--- config.mk ---
export PLATFORM = sky130hd
export DESIGN_NAME = lcd1602_ctrl
export DESIGN_NICKNAME = d
export VERILOG_FILES = /design/src/rtl/lcd1602_ctrl.sv
export SDC_FILE = /design/constraint.sdc
export NUM_CORES = 1
export LEC_CHECK = 0
export CORE_MARGIN = 4
export CORE_UTILIZATION = 25
export DETAILED_ROUTE_END_ITERATION = 10
export DONT_BUFFER_PORTS = 1
export PLACE_DENSITY_LB_ADDON = 0.05
export SYNTH_ARGS = -nofsm -noshare
export SYNTH_HDL_FRONTEND = slang
export SYNTH_SLANG_ARGS = --single-unit
--- constraint.sdc ---
create_clock -name in_clock -period 7.2 [get_ports in_clock]
set_input_delay 0.72 -clock in_clock [delete_from_list [all_inputs] [get_ports in_clock]]
set_output_delay 0.72 -clock in_clock [all_outputs]
set_load 0.02 [all_outputs]
--- src/rtl/lcd1602_ctrl.sv ---
// lcd1602_ctrl: FIFO-buffered HD44780 write sequencer with autonomous setup/enable/hold/exec timing
module lcd1602_ctrl #(
    parameter int FIFO_DEPTH    = 4,
    parameter int SETUP_CYC     = 2,
    parameter int E_HIGH_CYC    = 12,
    parameter int HOLD_CYC      = 2,
    parameter int EXEC_CYC      = 1024,
    parameter int SLOW_EXEC_CYC = 41000
) (
    input  logic       in_clock,
    input  logic       rst,
    input  logic       wr_stb,
    input  logic       wr_rs,
    input  logic [7:0] wr_data,
    input  logic       ovf_clr,
    output logic [7:0] status,
    output logic       busy,
    output logic       full,
    output logic       lcd_e,
    output logic       lcd_rs,
    output logic       lcd_rw,
    output logic [7:0] lcd_data
);
    localparam int AW = $clog2(FIFO_DEPTH);
    localparam int LW = $clog2(FIFO_DEPTH + 1);
    localparam int M1 = SETUP_CYC > E_HIGH_CYC ? SETUP_CYC : E_HIGH_CYC;
    localparam int M2 = HOLD_CYC > EXEC_CYC ? HOLD_CYC : EXEC_CYC;
    localparam int M3 = M1 > M2 ? M1 : M2;
    localparam int MAXC = M3 > SLOW_EXEC_CYC ? M3 : SLOW_EXEC_CYC;
    localparam int CW = MAXC > 1 ? $clog2(MAXC) : 1;

    typedef enum logic [2:0] {IDLE, SETUP, EHIGH, HOLD, EXEC} state_t;

    state_t        state;
    logic [8:0]    mem [FIFO_DEPTH];
    logic [AW-1:0] wp, rp;
    logic [LW-1:0] cnt, cnt_nx;
    logic [CW-1:0] ctr;
    logic          ovf, push, pop, slow;

    assign push   = wr_stb && !full;
    assign pop    = state == IDLE && cnt != '0;
    assign cnt_nx = cnt + LW'(push) - LW'(pop);
    // Clear (0x01) and Return Home (0x02/0x03) need the long execution delay
    assign slow   = !lcd_rs && lcd_data[7:2] == 6'd0 && lcd_data[1:0] != 2'd0;
    assign lcd_rw = 1'b0;
    assign status = {busy, full, ovf, 1'b0, 4'(cnt)};

    always_ff @(posedge in_clock) begin
        if (push) mem[wp] <= {wr_rs, wr_data};
        if (rst) begin
            wp   <= '0;
            rp   <= '0;
            cnt  <= '0;
            full <= 1'b0;
            ovf  <= 1'b0;
        end else begin
            wp   <= wp + AW'(push);
            rp   <= rp + AW'(pop);
            cnt  <= cnt_nx;
            full <= cnt_nx == LW'(FIFO_DEPTH);
            ovf  <= (wr_stb && full) || (ovf && !ovf_clr);
        end
    end

    always_ff @(posedge in_clock) begin
        if (rst) begin
            state    <= IDLE;
            ctr      <= '0;
            busy     <= 1'b0;
            lcd_e    <= 1'b0;
            lcd_rs   <= 1'b0;
            lcd_data <= 8'h00;
        end else begin
            busy <= cnt != '0 || state != IDLE;
            if (state != IDLE && ctr != '0) begin
                ctr <= ctr - CW'(1);
            end else begin
                case (state)
                    IDLE: if (pop) begin
                        {lcd_rs, lcd_data} <= mem[rp];
                        ctr   <= CW'(SETUP_CYC - 1);
                        state <= SETUP;
                    end
                    SETUP: begin
                        lcd_e <= 1'b1;
                        ctr   <= CW'(E_HIGH_CYC - 1);
                        state <= EHIGH;
                    end
                    EHIGH: begin
                        lcd_e <= 1'b0;
                        ctr   <= CW'(HOLD_CYC - 1);
                        state <= HOLD;
                    end
                    HOLD: begin
                        ctr   <= slow ? CW'(SLOW_EXEC_CYC - 1) : CW'(EXEC_CYC - 1);
                        state <= EXEC;
                    end
                    EXEC:    state <= IDLE;
                    default: state <= IDLE;
                endcase
            end
        end
    end
endmodule
After elaboration in Yosys (flattened, before gate mapping)
Memory sizes are Yosys's and may differ from the RTL's. A register that Yosys moved wholly into a read port is not among the register bits. Index checks and enable logic that the tools add are counted.

$add $sub $neg: 5. $mul: 0. Divide/modulo/power cells: 0. Order comparisons: 0. Eq/ne operators: 6. Shifts and indexed selects: 0. Multiplexer cells: 9. Bitwise operators: 1. Reduce and logical (&&, ||, !) cells: 24.

Operator list (number): $pmux 16 s4 (1); $mux 16 (3); $reduce_bool 16->1 (1); $sub 16x1->16 const B (1); $pmux 3 s4 (1); $logic_and 1x1->1 (7); $eq 3x2->1 const B (2); $logic_not 6->1 (1); $reduce_and 2->1 (3); $reduce_bool 3->1 (2); $reduce_bool 5->1 (1); $add 2x1->2 (2); $reduce_bool 2->1 (2); $add 3x1->3 (1); $eq 3x1->1 const B (1); $eq 3x3->1 const B (1); $logic_not 1->1 (3); $logic_not 3->1 (1); $mux 3 (1); $ne 3x2->1 const B (1); $reduce_and 3->1 (1); $sub 3x1->3 (1); $logic_or 1x1->1 (2); $mux 1 (2); other kinds (3) (3).

Flip-flop bits (word level): 30. Bits in latches: 0. RAM bits: 36. ROM bits: 0. Input bits: 13. Output and inout port bits: 21. Word-level logic and storage cells: 55. Memories kept: 1.

Memory list: mem (depth 4, bits a word 9, rd ports 1, clocked after memory_dff 1, write ports 1, RTL line 35) `logic [8:0] mem [FIFO_DEPTH];`.

Depth between registers and ports, before layout
Word-level depth: 6. Mapped depth: 10.

Least setup slack after synthesis
Ideal clock, no wire load.

Kind: register to register. From: register cnt[1]. To: register full. Setup time: 0.096 ns. Data arrival time: 2.284 ns. Path slack: 4.820 ns. Stages on the path, launching flop included: 10. Buffers on the path: 1. Period minus slack after synthesis: 2.380 ns. Cells stage by stage: dfxtp_1 > or3_1 > nand2_1 > clkbuf_1 > xnor2_1 > ha_1 > inv_1 > fa_1 > xnor2_1 > nor4b_1.

Longest elaborated chain between the ends: 4. Elaborated cells on any way between the ends: 5.

RTL lines: from (decl) (RTL line 37) `logic [LW-1:0] cnt, cnt_nx;`; from (signal assigned) (RTL line 60) `cnt <= cnt_nx;`; branches (longest 2 deep; another with $add 3x1->3); $sub 3x1->3 * (RTL line 43) `assign cnt_nx = cnt + LW'(push) - LW'(pop);`; $eq 3x3->1 * (RTL line 61) `full <= cnt_nx == LW'(FIFO_DEPTH);`; to (signal assigned) (RTL line 61); to (decl) (RTL line 18) `output logic full,`.

Mark *: on every way between the ends. A chain may end at the register's enable or synchronous reset.

Final worst setup path
From: register ctr[7]. To: register ctr[14].

Longest elaborated chain between the ends: 4. Elaborated cells on any way between the ends: 7.

RTL lines: from (decl) (RTL line 38) `logic [CW-1:0] ctr;`; from (signal assigned) (RTL line 77) `ctr <= ctr - CW'(1);`; from (signal assigned) (RTL line 82) `ctr <= CW'(SETUP_CYC - 1);`; from (signal assigned) (RTL line 87) `ctr <= CW'(E_HIGH_CYC - 1);`; branches (longest 4 deep; another with $sub 16x1->16).

Parallel ways; which one is timed is not known.

==> impl_results.rst <==
.. list-table::
   :header-rows: 1

   * - Metric
     - Value
   * - Status
     - completed
   * - Maximum fanout encountered on the critical timing path
     - 16
   * - Number of storage elements in the synthesis netlist
     - 75
   * - Stage delay of the slowest cell on the critical path
     - 680 ps
   * - Share of cells above drive strength 1
     - approximately 13%
   * - Die Wd
     - 124 um
   * - Placeable core region
     - 13200 sq um
   * - Clock tree sinks
     - 75
   * - Ratio of routed vias to standard cells
     - 4.71
   * - Via count of the first global-routing pass
     - 2372
   * - Cell area reported after detailed placement
     - 3500 sq um
   * - Normalized max-slew margin
     - 37.6%
   * - First-pass iteration count of the detailed router
     - 4
   * - Share of the yosys chip area belonging to registers
     - 55.0%
   * - Number of levels the H-tree was split into
     - 3
   * - Number of hold-slack violations in the final timing report
     - 0
   * - Synthesized instance count
     - 300
   * - Worst path slowest cell
     - sky130_fd_sc_hd__and4_1
   * - Detailed Route Iter0 Violations
     - 58
   * - Final critical delay including setup and external delays
     - 2480 ps
   * - Combinational fraction of design power
     - 42.3%
   * - Fill cells
     - about 1.4k
   * - Avg Cell Area, Syn
     - 11.3 sq um
   * - Proportion of power drawn by the clock network
     - 22.3%
   * - Sum Neg Setup Slack
     - 0 ps
   * - Number of buffers and inverters on the critical path
     - 1
   * - Largest area contributor in the netlist
     - sky130_fd_sc_hd__edfxtp_1
   * - Largest voltage drop on the vdd net
     - 0.137 mV
   * - Final RePlAce weighted congestion
     - 0.731
   * - Total power per unit cell area
     - 528 nW/um^2
   * - Vias after detailed routing
     - 2215
   * - Num ports
     - 34
   * - Number of setup buffers added after CTS
     - 0
   * - Worst hold-check path type
     - input pin to flop
   * - Post-route core utilization
     - 28.6%
   * - Int Pwr
     - around 1100 uW
   * - Leading cell types by count after synthesis
     - 39 x sky130_fd_sc_hd__dfxtp_1, 36 x sky130_fd_sc_hd__edfxtp_1, 33 x sky130_fd_sc_hd__nand2_1, 27 x sky130_fd_sc_hd__a21oi_1, 17 x sky130_fd_sc_hd__nor2_1
   * - Number of enable flip-flop cells after synthesis
     - 36
   * - Pin count of the biggest net entering global routing
     - 41
   * - Most frequent cell after synthesis
     - sky130_fd_sc_hd__dfxtp_1
   * - First-pass GRT wire length
     - 13300 um
   * - Count of max-cap constraint violations
     - 0
   * - Data required time at the worst endpoint
     - 7410 ps
   * - Final Net Count
     - 308
   * - Data arrival time of the critical path
     - between 2000 and 3000 ps
   * - Worst setup skew after layout
     - 9.93 ps
   * - Switching pwr
     - 860 uW
   * - Antenna diode count
     - 0
   * - Switch share
     - 42.9%
   * - Count of unique library cells instantiated by Yosys
     - 57
   * - Kind of start point of the critical path
     - flop
   * - Fraction of post-synthesis cell area in the top cell type by area
     - 31.9%
   * - Area of the multi-input gates
     - approximately 1400 sq um
   * - Final WL
     - roughly 8200 um
   * - Unrepaired setup endpoints after global routing
     - no
   * - CTS root buffer
     - sky130_fd_sc_hd__clkbuf_16
   * - Worst setup path category
     - flop to flop
   * - Final global-route overflow total
     - 0
   * - Synth area leaders
     - sky130_fd_sc_hd__edfxtp_1 32%, sky130_fd_sc_hd__dfxtp_1 23%, sky130_fd_sc_hd__mux4_2 6.0%, sky130_fd_sc_hd__a21oi_1 4.0%, sky130_fd_sc_hd__nand2_1 3.7%
   * - Area of all sequential standard cells
     - about 1900 sq um
   * - Layout overhead on the synthesized area
     - 11.9%
   * - Actual slew at the worst max-slew pin
     - ~930 ps
   * - Clock-pin slew on the worst setup and hold paths
     - 60 ps
   * - Main synth FF type
     - sky130_fd_sc_hd__dfxtp_1
   * - Clock tree from TritonCTS
     - done
   * - Die footprint
     - 15500 sq um
   * - Sequential power share
     - 35.4%
   * - Height of the die
     - 124 um
   * - DRC
     - 0
   * - Clock latency reported for the late side of the worst-skew pair
     - 340 ps
   * - Post-Synthesis Cell Area
     - 3390 sq um
   * - Category of the worst setup path capture point
     - flop
   * - Number of max-slew violations in the final report
     - 0
   * - Num rows
     - 42
   * - Crit path max-delay family
     - simple AND/OR/NAND/NOR gates
   * - Leakage power summed over all cells
     - 0.00125 uW
   * - Initial standard-cell utilization of the core
     - 25.6%
   * - Maximum clock path buffer count
     - 2
   * - Achievable frequency
     - 403 MHz
   * - Final cell area excluding filler cells
     - between 3000 and 4000 sq um
   * - Tcrit/Tclk final
     - about a third
   * - Total of endpoints with negative setup slack in the final report
     - 0
   * - Worst path cell trace
     - nor3_2, and4_1, a21oi_1, buf_4, o21bai_1, nor2_1
   * - Number of I/O port buffers
     - 0
   * - Detailed-route wire length per cell
     - 17.5 um
   * - Post-route antenna net violation count
     - 0
   * - Initial antenna violation count
     - 0
   * - Share of flip-flops with an asynchronous set or reset
     - 0%
   * - Number of warnings issued by yosys
     - 0
   * - Hold Buf Count CTS
     - 0
   * - Inserted Clock Buffers
     - 9
   * - GRT Resource Usage Total
     - 11.2%
   * - Post-DP HPWL
     - 5580 um
   * - Count of cells resized by post-cts repair
     - 0
==> layer usage <==
layer / vias to the layer above / global-route usage [%] / wire length, um
li1: 1085 / - / -
met1: 1082 / 13.0 / 3580
met2: 31 / 18.8 / 4120
met3: 17 / 2.87 / 273
met4: 0 / 6.19 / 225
met5: - / 0 / 0
==> cell usage in the layout (no fill, tap or decap), types with 4 or more instances in the layout <==
| cell type | instances |
|---|---|
| sky130_fd_sc_hd__a211oi_1 | 4 |
| sky130_fd_sc_hd__a21oi_1 | 27 |
| sky130_fd_sc_hd__a31oi_1 | 8 |
| sky130_fd_sc_hd__buf_4 | 4 |
| sky130_fd_sc_hd__clkbuf_16 | 9 |
| sky130_fd_sc_hd__dfxtp_1 | 39 |
| sky130_fd_sc_hd__edfxtp_1 | 36 |
| sky130_fd_sc_hd__ha_1 | 4 |
| sky130_fd_sc_hd__inv_1 | 5 |
| sky130_fd_sc_hd__mux4_2 | 9 |
| sky130_fd_sc_hd__nand2_1 | 33 |
| sky130_fd_sc_hd__nand2b_1 | 4 |
| sky130_fd_sc_hd__nor2_1 | 17 |
| sky130_fd_sc_hd__nor2b_1 | 4 |
| sky130_fd_sc_hd__nor3_1 | 8 |
| sky130_fd_sc_hd__o21ai_0 | 8 |
| sky130_fd_sc_hd__o31ai_1 | 4 |
| sky130_fd_sc_hd__or3_1 | 5 |
| sky130_fd_sc_hd__or4_1 | 5 |
| sky130_fd_sc_hd__xnor2_1 | 6 |
==> through the flow <==
step | total power (uW) | instances | hold slack [ps] | worst slack (ps)
2_1_floorplan | 1400 | 302 | 445 | 4820
3_3_place_gp | 1590 | 455 | 475 | 4720
3_5_place_dp | 1580 | 455 | 478 | 4690
4_1_cts | 2040 | 470 | 427 | 4690
5_1_grt | 2150 | 470 | 432 | 4430
6_report | 2000 | 470 | 447 | 4720
==> registers in the layout, indices dropped and copies added (netlist names), 2 cells and up <==
name,flops
cnt,3
wp,2
state,3
lcd_data,8
rp,2
ctr,16
mem,36
==> path summary, 6_finish.rpt <==
kind                              start  endpoint  slack, ps  cells after the start
worst min register to register  ctr[15]   ctr[15]        490                      2
worst max-delay path             ctr[7]   ctr[14]       4720                      6
worst min-delay path                rst    ctr[9]        450                      1
worst max register to register   ctr[7]   ctr[14]       4720                      6
==> power groups by stage <==
stage	sequential (uW)	clock [uW]	combinational, uW
finish	709	447	846
global route	727	482	945
CTS	714	465	858
detailed placement	723	0	853
global placement	723	0	866
floorplan	658	0	742
==> area by class of cell <==
type,instances,area share (%)
clock buffers,9,5.94
well taps,176,5.81
flip-flops and latches,75,49.1
inverters,5,0.495
multi-input cells,195,36.0
repair buffers,4,0.793
clock inverters,6,1.78
==> cell families after synthesis <==
kind of cell    count (synthesis)  synth area share (%)
other cells                     1                 0.111
simple gates                  102                  16.2
xor+xnor                        8                  2.07
mux                             9                  5.98
compound gates                 68                  13.7
flops                          75                  55.0
fa+ha+maj                       5                  2.07
buf+inv                        32                  4.95
Power figures use the tool's default switching activity.
